**src/rtl/core_pkg.sv**
```systemverilog
// Shared definitions for the single-issue core: fetch FSM states and ISA constants.
package core_pkg;
  localparam int XLEN = 32;
  localparam logic [6:0] HALT_OPCODE = 7'h7F;
  localparam logic [XLEN-1:0] NOP_WORD = 32'h0000_0033;

  typedef enum logic [1:0] {
    IDLE = 2'd0,
    RUN  = 2'd1,
    HALT = 2'd2
  } state_t;
endpackage

```
**src/rtl/fetch_ctrl.sv**
```systemverilog
// Instruction fetch sequencer: owns the PC, boot-loads the instruction RAM, issues {pc, inst} to decode
// through one registered stage, and handles stall, redirect, HALT detection and run-cycle counting.
import core_pkg::*;

module fetch_ctrl #(
  parameter int          DEPTH       = 32,
  parameter int          AW          = 5,
  parameter logic [31:0] RESET_PC    = 32'h0,
  parameter logic [6:0]  HALT_OPCODE = core_pkg::HALT_OPCODE
) (
  input  logic          clk,
  input  logic          rst_n,
  input  logic          start,
  input  logic          load_valid,
  input  logic [AW-1:0] load_addr,
  input  logic [31:0]   load_data,
  output logic          load_ready,
  output logic          imem_we,
  output logic [AW-1:0] imem_waddr,
  output logic [31:0]   imem_wdata,
  output logic [AW-1:0] imem_raddr,
  input  logic [31:0]   imem_rdata,
  input  logic          stall,
  input  logic          redirect_valid,
  input  logic [31:0]   redirect_pc,
  output logic          if_valid,
  output logic [31:0]   if_pc,
  output logic [31:0]   if_inst,
  output logic          halted,
  output logic          fault,
  output logic [31:0]   cycle_count
);
  localparam logic [31:0] PC_LIMIT = 32'(DEPTH * 4);

  state_t      state, state_nxt;
  logic [31:0] pc, pc_nxt;
  logic        if_valid_nxt, halted_nxt, fault_nxt;
  logic [31:0] if_pc_nxt, if_inst_nxt, cnt_nxt;

  // Boot-load path is purely combinational; the RAM is only writable outside RUN.
  assign load_ready = (state != RUN);
  assign imem_we    = load_valid & load_ready;
  assign imem_waddr = load_addr;
  assign imem_wdata = load_data;
  assign imem_raddr = pc[AW+1:2];

  always_ff @(posedge clk) begin
    if (!rst_n) begin
      state       <= IDLE;
      pc          <= RESET_PC;
      if_valid    <= 1'b0;
      if_pc       <= '0;
      if_inst     <= '0;
      halted      <= 1'b0;
      fault       <= 1'b0;
      cycle_count <= '0;
    end else begin
      state       <= state_nxt;
      pc          <= pc_nxt;
      if_valid    <= if_valid_nxt;
      if_pc       <= if_pc_nxt;
      if_inst     <= if_inst_nxt;
      halted      <= halted_nxt;
      fault       <= fault_nxt;
      cycle_count <= cnt_nxt;
    end
  end

  always_comb begin
    state_nxt    = state;
    pc_nxt       = pc;
    if_valid_nxt = if_valid;
    if_pc_nxt    = if_pc;
    if_inst_nxt  = if_inst;
    halted_nxt   = halted;
    fault_nxt    = fault;
    cnt_nxt      = cycle_count;
    case (state)
      IDLE, HALT: begin
        if (start) begin
          pc_nxt     = RESET_PC;
          halted_nxt = 1'b0;
          fault_nxt  = 1'b0;
          cnt_nxt    = '0;
          state_nxt  = RUN;
        end
      end
      RUN: begin
        cnt_nxt = cycle_count + 32'd1;
        // Redirect wins over stall so a taken branch is never lost behind a held pipeline.
        if (redirect_valid) begin
          pc_nxt       = redirect_pc & ~32'h3;
          if_valid_nxt = 1'b0;
        end else if (stall) begin
          // hold everything
        end else if (pc >= PC_LIMIT) begin
          if_valid_nxt = 1'b0;
          fault_nxt    = 1'b1;
          halted_nxt   = 1'b1;
          state_nxt    = HALT;
        end else if (imem_rdata[6:0] == HALT_OPCODE) begin
          if_valid_nxt = 1'b0;
          halted_nxt   = 1'b1;
          state_nxt    = HALT;
        end else begin
          if_valid_nxt = 1'b1;
          if_pc_nxt    = pc;
          if_inst_nxt  = imem_rdata;
          pc_nxt       = pc + 32'd4;
        end
      end
      default: state_nxt = IDLE;
    endcase
  end
endmodule

```
**config.mk**
```make
export PLATFORM = sky130hd
export DESIGN_NAME = fetch_ctrl
export DESIGN_NICKNAME = d
export VERILOG_FILES = /design/src/rtl/core_pkg.sv /design/src/rtl/fetch_ctrl.sv
export SDC_FILE = /design/constraint.sdc
export NUM_CORES = 1
export LEC_CHECK = 0
export ABC_AREA = 1
export CORE_ASPECT_RATIO = 0.6
export CORE_MARGIN = 2
export CORE_UTILIZATION = 30
export DETAILED_ROUTE_END_ITERATION = 6
export GPL_TIMING_DRIVEN = 0
export PLACE_DENSITY = 0.65
export RECOVER_POWER = 25
export SLEW_MARGIN = 10
export SYNTH_ARGS = -nofsm -noshare
export SYNTH_HDL_FRONTEND = slang
export SYNTH_SLANG_ARGS = --single-unit
```
**constraint.sdc**
```tcl
create_clock -name clk -period 2 [get_ports clk]
set_clock_uncertainty 0.05 [all_clocks]
set_input_delay 0.4 -clock clk [delete_from_list [all_inputs] [get_ports clk]]
set_output_delay 0.4 -clock clk [all_outputs]
set_load 0.02 [all_outputs]
```
==> results of run 1 <==
==> worst max path at each step <==
stage | from | endpoint | slack [ps] | cells past startpoint
final | cycle_count[17]$_SDFFE_PN0P_ | cycle_count[17] | 50 | 1
after CTS | cycle_count[16]$_SDFFE_PN0P_ | cycle_count[16] | 7 | 1
after global placement | imem_rdata[1] | pc[30]$_SDFFE_PN0P_ | -500 | 10
after detailed placement | imem_rdata[1] | pc[28]$_SDFFE_PN0P_ | -510 | 10
after floorplan | cycle_count[0]$_SDFFE_PN0P_ | cycle_count[22]$_SDFFE_PN0P_ | 220 | 10
after global routing | pc[2]$_SDFFE_PN0P_ | pc[18]$_SDFFE_PN0P_ | 1 | 10
==> stage by stage <==
| step | cells | power [mW] | area (µm²) | hold WS, ps | setup TNS, ps |
|---|---|---|---|---|---|
| 2_1_floorplan | 1038 | 3.46 | 6670 | 381 | 0 |
| 3_3_place_gp | 1531 | 3.92 | 9100 | 393 | -33970 |
| 3_5_place_dp | 1531 | 3.93 | 9100 | 397 | -36280 |
| 4_1_cts | 1563 | 7.22 | 9720 | 424 | 0 |
| 5_1_grt | 1564 | 7.45 | 9760 | 455 | 0 |
| 6_report | 1565 | 7.16 | 9760 | 420 | 0 |
==> cell families (layout without fill, tap and decap cells) <==
group	after synthesis	in the layout
xor+xnor	11	11
fa+ha+maj	3	3
buf+inv	179	419
simple gates	605	605
compound gates	109	109
flops	129	129
other cells	1	3
==> cell usage after synthesis, drive strengths merged <==
library cell / number
nand2: 271
nor2: 237
dfxtp: 129
inv: 95
buf: 68
o21ai: 61
nand3: 51
a21oi: 39
and3: 25
clkbuf: 15
nor3: 15
xor2: 10
nand4: 4
ha: 3
a211oi: 2
a221oi: 2
a21o: 1
a22o: 1
a22oi: 1
a2bb2oi: 1
and2: 1
clkinv: 1
conb: 1
o21a: 1
or2: 1
xnor2: 1
==> area by class of cell <==
type	count	area, µm²
clock buffer	19	433
buffer	83	582
antenna	1	2.50
multi-input combinational	730	3220
fill	2278	12200
inverter	96	363
sequential	129	2590
timing repair buffer	208	2030
clock inverter	13	175
tap	286	358
==> power groups by stage <==
stage	registers, mW	clock network [mW]	logic (mW)
6_report	2.77	3.26	1.12
4_1_cts	2.76	3.33	1.12
5_1_grt	2.78	3.43	1.24
2_1_floorplan	2.79	0	0.667
3_3_place_gp	2.82	0	1.10
3_5_place_dp	2.82	0	1.12
==> layer usage <==
layer | vias to the layer above | GRT usage | share of wire
met1 | 3275 | 0.283 | 0.48
met2 | 291 | 0.277 | 0.40
met5 | - | 0 | 0
li1 | 3648 | - | -
met4 | 0 | 0.0492 | 0.0094
met3 | 23 | 0.0784 | 0.11
==> state kept, by name (all words and copies together) (netlist names) <==
name / count
if_pc: 30
cycle_count: 32
if_inst: 32
fault: 1
state: 2
pc: 30
if_valid: 1
halted: 1
==> repair_timing <==
| action | in CTS | in global routing |
|---|---|---|
| setup endpoints to repair | 27 | 82 |
| pin swaps | 0 | 1 |
| buffers inserted | 0 | 1 |
| endpoints found under the hold margin | 0 | 0 |
| gates resized for setup | 35 | 26 |
==> placed cells by master, fill, tap and decap left out, types with 3 or more instances in the layout <==
cell             netlist  layout
clkbuf_16              0      17
nor2_1               230     227
nand4_1                4       4
nor2_4                 2       5
buf_1                  4       3
o21ai_1               33      33
nor3_1                15      14
buf_6                  6       7
and3_1                25      25
xor2_1                10      10
clkbuf_1              15      21
clkbuf_2               0       4
dfxtp_2                0       7
nand3_1               49      48
dfxtp_1              129     122
o21ai_0               28      28
buf_4                 45      46
inv_6                  0       5
dlygate4sd2_1          0      14
inv_1                 93      93
bufinv_16              0       3
a21oi_1               39      39
clkdlybuf4s50_1        0     149
buf_2                 13       5
dlygate4sd3_1          0      37
clkinv_4               0       3
clkbuf_4               0       4
nor2_2                 5       5
nand3_2                2       3
nand2_1              271     269
==> summary.md, run 1 <==
| Metric | Value |
|---|---|
| Clock Path Buffers | 2 |
| Outcome | completed |
| Delay-heaviest family, CP | buffers and inverters |
| Chip width | 196 µm |
| Synth Area in Compound Gates | 0.0860 |
| Max-slew violations | 0 |
| Sequential share of the synthesized area | 0.388 |
| Finished Core Util | 0.445 |
| Std cell rows | 42 |
| FMAX | 0.512 GHz |
| Ys Warns | 0 |
| Mux cell area share after synthesis | 0 |
| Share of cells above drive strength 1 | 0.0986 |
| Antenna violations before repair | 1 |
| Worst r2r path cells | 9 |
| RSZ-0062 raised after global routing | false |
| Drc violations | 0 |
| Synth top area share | 0.388 |
| Buf/Inv on CP | 1 |
| Main combinational cell family by area after synthesis | simple AND/OR/NAND/NOR gates |
| Worst-path cell chain | clkdlybuf4s50_1 |
| CTS Root Cell | clkbuf_16 |
| # setup viols final | 0 |
| Antenna Violating Nets Remaining | 0 |
| Least-Margin Pin Slew | 717 ps |
| Worst Setup Start Kind | flop |
| CP Capture Type | output port |
| Pre-CTS setup slack | -505 ps |
| Largest area contributor in the netlist | dfxtp_1 |
| Inserted Clock Buffers | 17 |
| Port bufs | 207 |
| Drt first-iter violations | 514 |
| Hold path cells | 2 |
| Die Y | 119 µm |
| Slew HR | 0.522 |
| Final WL | 23400 µm |
| Hold Crit Class | reg -> reg |
| DP HPWL | 18200 µm |
| CTS clk-pin slew, worst paths | 60 ps |
| Pwr dens | 733 nW/µm² |
| NetSw | 2.03 mW |
| Xor-xnor portion of the synthesized cell area | 0.0145 |
| HP Start | state[1]$_SDFFE_PN0P_ |
| GRT Util Overall | 0.199 |
| Post-Synth Simple-Gate Area | 0.370 |
| TritonRoute pass-1 iters | 6 |
| Gr ovfl total | 0 |
| Drt via density | 4.62 |
| Synthesis-to-finish area growth | 46.5% |
| Setup WS post-layout | 45.5 ps |
| Fin nets | 1375 |
| First-pass GRT wire length | 35900 µm |
| Clk pwr share | 0.456 |
| Final worst path period share | 0.977 |
| Drt wl/cell | 15.0 µm |
| Post-synthesis register bit count | 129 |
| Vias in the first global route | 6656 |
| Worst stage delay on the critical path | 650 ps |
| Syn avg cell area | 6.43 µm² |
| Flop-to-flop setup slack | 100 ps |
| Hold Vio Cnt, Final | 0 |
| Vias | 7237 |
| Starting Density | 0.304 |
| # hold bufs at CTS | 0 |
| Adder-cell share of the synthesized area | 0.00563 |
| Core footprint | 21900 µm² |
| Pin count of the biggest net entering global routing | 17 |
| Sequential share of power | 0.387 |
| Crit Path Max Fanout | 5 |
| WHS Endpoint | state[1]$_SDFFE_PN0P_ |
| Tmin final | 1950 ps |
| Synth unique cells | 34 |
| CP Class | reg -> out |
| Worst skew pair latency | 420 ps |
| Leak | 4.17 nW |
| Cells after Synth | 1037 |
| # IOs | 250 |
| Reg-to-reg startpoint | pc[31]$_SDFFE_PN0P_ |
| Net Sw Frac | 0.283 |
| Largest cells by area after synthesis | dfxtp_1, nand2_1, nor2_1 |
| Clock sink count | 129 |
| CTS tree | yes |
| Internal | 5.13 mW |
| CTS HTree Levels | 4 |
| VDD IR max | 0.557 mV |
| Max-cap violations | 0 |
| Combinational Power Share | 0.157 |
| Synthesized area | 6660 µm² |
| Final Wtd Congestion | 0.912 |
| Slowest CP cell | clkdlybuf4s50_1 |
| Die Footprint | 23500 µm² |
| Worst flop-to-flop path endpoint | if_pc[15]$_SDFFE_PN0P_ |
| Req. time, crit path | 1550 ps |
| CP Data Arrival Time | 1500 ps |
Power figures use the tool's default switching activity.
==> run 2, diff against run 1 <==
PLACE_DENSITY = 0.67   (was 0.65)
clock period = 1.7 ns   (was 2 ns; I/O delays follow)
==> run 2 against run 1 <==
The run now ends with negative setup slack left. Register-to-register slack lost 290 ps. Sequential share of layout area shrank 2.3 points. Via count grew 3.8%. Hold slack lost 250 ps. Clock power grew 25%. Final cell count grew 2.7%. Critical path type is now reg -> reg. Largest power group unchanged.
==> summary.md, run 2 (synthesis results as in run 1) <==
| Metric | Value |
|---|---|
| Max-cap violations | 0 (unchanged) |
| FMAX | 0.530 GHz |
| Net Sw Frac | 0.285 (was 0.283) |
| Clock Path Buffers | 2 (unchanged) |
| Hold Crit Class | in -> reg (was reg -> reg) |
| Final WL | 25100 µm (was 23400 µm) |
| Max-slew violations | 0 (unchanged) |
| CP Capture Type | flop (was output port) |
| Antenna Violating Nets Remaining | 0 (unchanged) |
| Synthesis-to-finish area growth | 63.8% (was 46.5%) |
| Slew HR | 0.465 (was 0.522) |
| Fin nets | 1418 (was 1375) |
| Pre-CTS setup slack | -740 ps (was -505 ps) |
| TritonRoute pass-1 iters | 5 (was 6) |
| CTS tree | yes (unchanged) |
| Drc violations | 0 (unchanged) |
| Vias | 7515 (was 7237) |
| Req. time, crit path | 1970 ps (was 1550 ps) |
| # hold bufs at CTS | 0 (unchanged) |
| RSZ-0062 raised after global routing | true (was false) |
| Pin count of the biggest net entering global routing | 17 (unchanged) |
| Port bufs | 207 (unchanged) |
| Worst skew pair latency | 430 ps (was 420 ps) |
| Commonest non-fill, non-tap cell in the layout | nand2_1 (unchanged) |
| Setup WS post-layout | -186 ps (was 45.5 ps) |
| Leak | 5.00 nW (was 4.17 nW) |
| Sequential share of power | 0.366 (was 0.387) |
| DP HPWL | 17800 µm (was 18200 µm) |
| Starting Density | 0.304 (unchanged) |
| Std cell rows | 42 (unchanged) |
| GRT Util Overall | 0.210 (was 0.199) |
| Core footprint | 21900 µm² (unchanged) |
| CTS HTree Levels | 4 (unchanged) |
| CP Class | reg -> reg (was reg -> out) |
| Die Footprint | 23500 µm² (unchanged) |
| Die Y | 119 µm (unchanged) |
| Combinational Power Share | 0.180 (was 0.157) |
| Worst Setup Start Kind | flop (unchanged) |
| VDD IR max | 0.750 mV (was 0.557 mV) |
| Final worst path period share | 1.11 |
| Hold Vio Cnt, Final | 0 (unchanged) |
| Antenna violations before repair | 1 (unchanged) |
| Tmin final | 1890 ps |
| CTS Root Cell | clkbuf_16 (unchanged) |
| Internal | 6.42 mW (was 5.13 mW) |
| # IOs | 250 (unchanged) |
| Top flop regs | cycle_count (32), if_inst (32) (unchanged) |
| Inserted Clock Buffers | 17 (unchanged) |
| Gr ovfl total | 0 (unchanged) |
| NetSw | 2.55 mW (was 2.03 mW) |
| Chip width | 196 µm (unchanged) |
| Failing checks | negative setup slack |
| Final Wtd Congestion | 0.913 (was 0.912) |
| CTS clk-pin slew, worst paths | 60 ps (about the same) |
| First-pass GRT wire length | 37800 µm (was 35900 µm) |
| Drt wl/cell | 15.6 µm (was 15.0 µm) |
| Least-Margin Pin Slew | 802 ps (was 717 ps) |
| Clock sink count | 129 (unchanged) |
| Clk pwr share | 0.454 (was 0.456) |
| Crit Path Max Fanout | 7 (was 5) |
| Vias in the first global route | 6818 (was 6656) |
| Drt via density | 4.67 (was 4.62) |
| Drt first-iter violations | 638 (was 514) |
| Fillers | 2149 (was 2278) |
| Pwr dens | 822 nW/µm² (was 733 nW/µm²) |
| # setup viols final | 85 (was 0) |
| Outcome | complete, but fails checks (was completed) |
| PnR Total Power | 8.97 mW (was 7.16 mW) |
| Most frequent cells in the layout | nand2_1, nor2_1, dfxtp_1 (was nand2_1, nor2_1, clkdlybuf4s50_1) |
| CP Data Arrival Time | 2160 ps (was 1500 ps) |
| Share of cells above drive strength 1 | 0.238 (was 0.0986) |
[run 2: cell types whose count changed in the layout (fill, tap and decap cells not counted), sizes merged]
cell	before	now
buf	64	114
bufinv	3	4
clkbuf	46	36
clkdlybuf4s15	0	3
clkdlybuf4s50	149	64
clkinvlp	2	1
dlygate4sd2	14	98
dlymetal6s2s	0	1
[run 2: power groups by stage]
| stage | clock network [mW] | registers (mW) | logic (mW) |
|---|---|---|---|
| finish | 4.08 | 3.28 | 1.61 |
| global route | 4.27 | 3.30 | 1.75 |
| CTS | 4.14 | 3.27 | 1.48 |
| detailed placement | 0 | 3.32 | 1.31 |
| global placement | 0 | 3.31 | 1.30 |
| floorplan | 0 | 3.29 | 0.784 |
[run 2: worst paths after layout]
path | startpoint | end | slack [ps] | cells after the start
worst max-delay path | pc[14]$_SDFFE_PN0P_ | if_inst[31]$_SDFFE_PN0P_ | -190 | 11
worst min-delay path | imem_rdata[3] | if_inst[3]$_SDFFE_PN0P_ | 170 | 3
worst max register to register | pc[14]$_SDFFE_PN0P_ | if_inst[31]$_SDFFE_PN0P_ | -190 | 11
worst min register to register | state[1]$_SDFFE_PN0P_ | state[1]$_SDFFE_PN0P_ | 420 | 2
[run 2: final cells by class]
class	count	area, µm²	share of cell area
clock inverter	13	198	0.0181
sequential	129	2650	0.242
inverter	96	365	0.0335
buffer	81	682	0.0625
tap	286	358	0.0328
clock buffer	19	443	0.0406
antenna	1	2.50	0.000229
timing repair buffer	253	2460	0.225
multi-input combinational	730	3760	0.345
[run 2: stage by stage]
stage	utilization	cells	TNS, ps	hold slack [ps]	area (µm²)
floorplan	-	1038	0	381	6670
finish	0.498	1608	-7220	173	10900
detailed placement	0.415	1531	-62620	398	9100
CTS	0.473	1589	-3880	268	10400
global placement	0.415	1531	-59490	394	9100
global route	0.498	1607	-12290	186	10900
[run 2: what timing repair did]
| item | CTS | global route |
|---|---|---|
| resized for setup | 263 | 129 |
| endpoints found under the setup margin | 221 | 127 |
| pin swaps | 27 | 32 |
| gates cloned | 8 | 1 |
| setup buffers | 18 | 21 |
[run 2: critical path: stages, from the launching register on]
cell and delay, ps:
dfxtp_4 370, nor2_2 110, nand2_1 70, nor2_2 130
nand2_2 100, nor2_4 120, nand4_1 200, buf_8 230
buf_12 130, buf_16 140, nor2_4 80, nor2_1 40
[run 2: routing by layer]
metal / up-vias / GRT usage / share of wire
li1: 3751 / - / -
met1: 3414 / 0.298 / 0.47
met2: 317 / 0.289 / 0.40
met3: 33 / 0.0918 / 0.11
met4: 0 / 0.0426 / 0.016
met5: - / 0 / 0
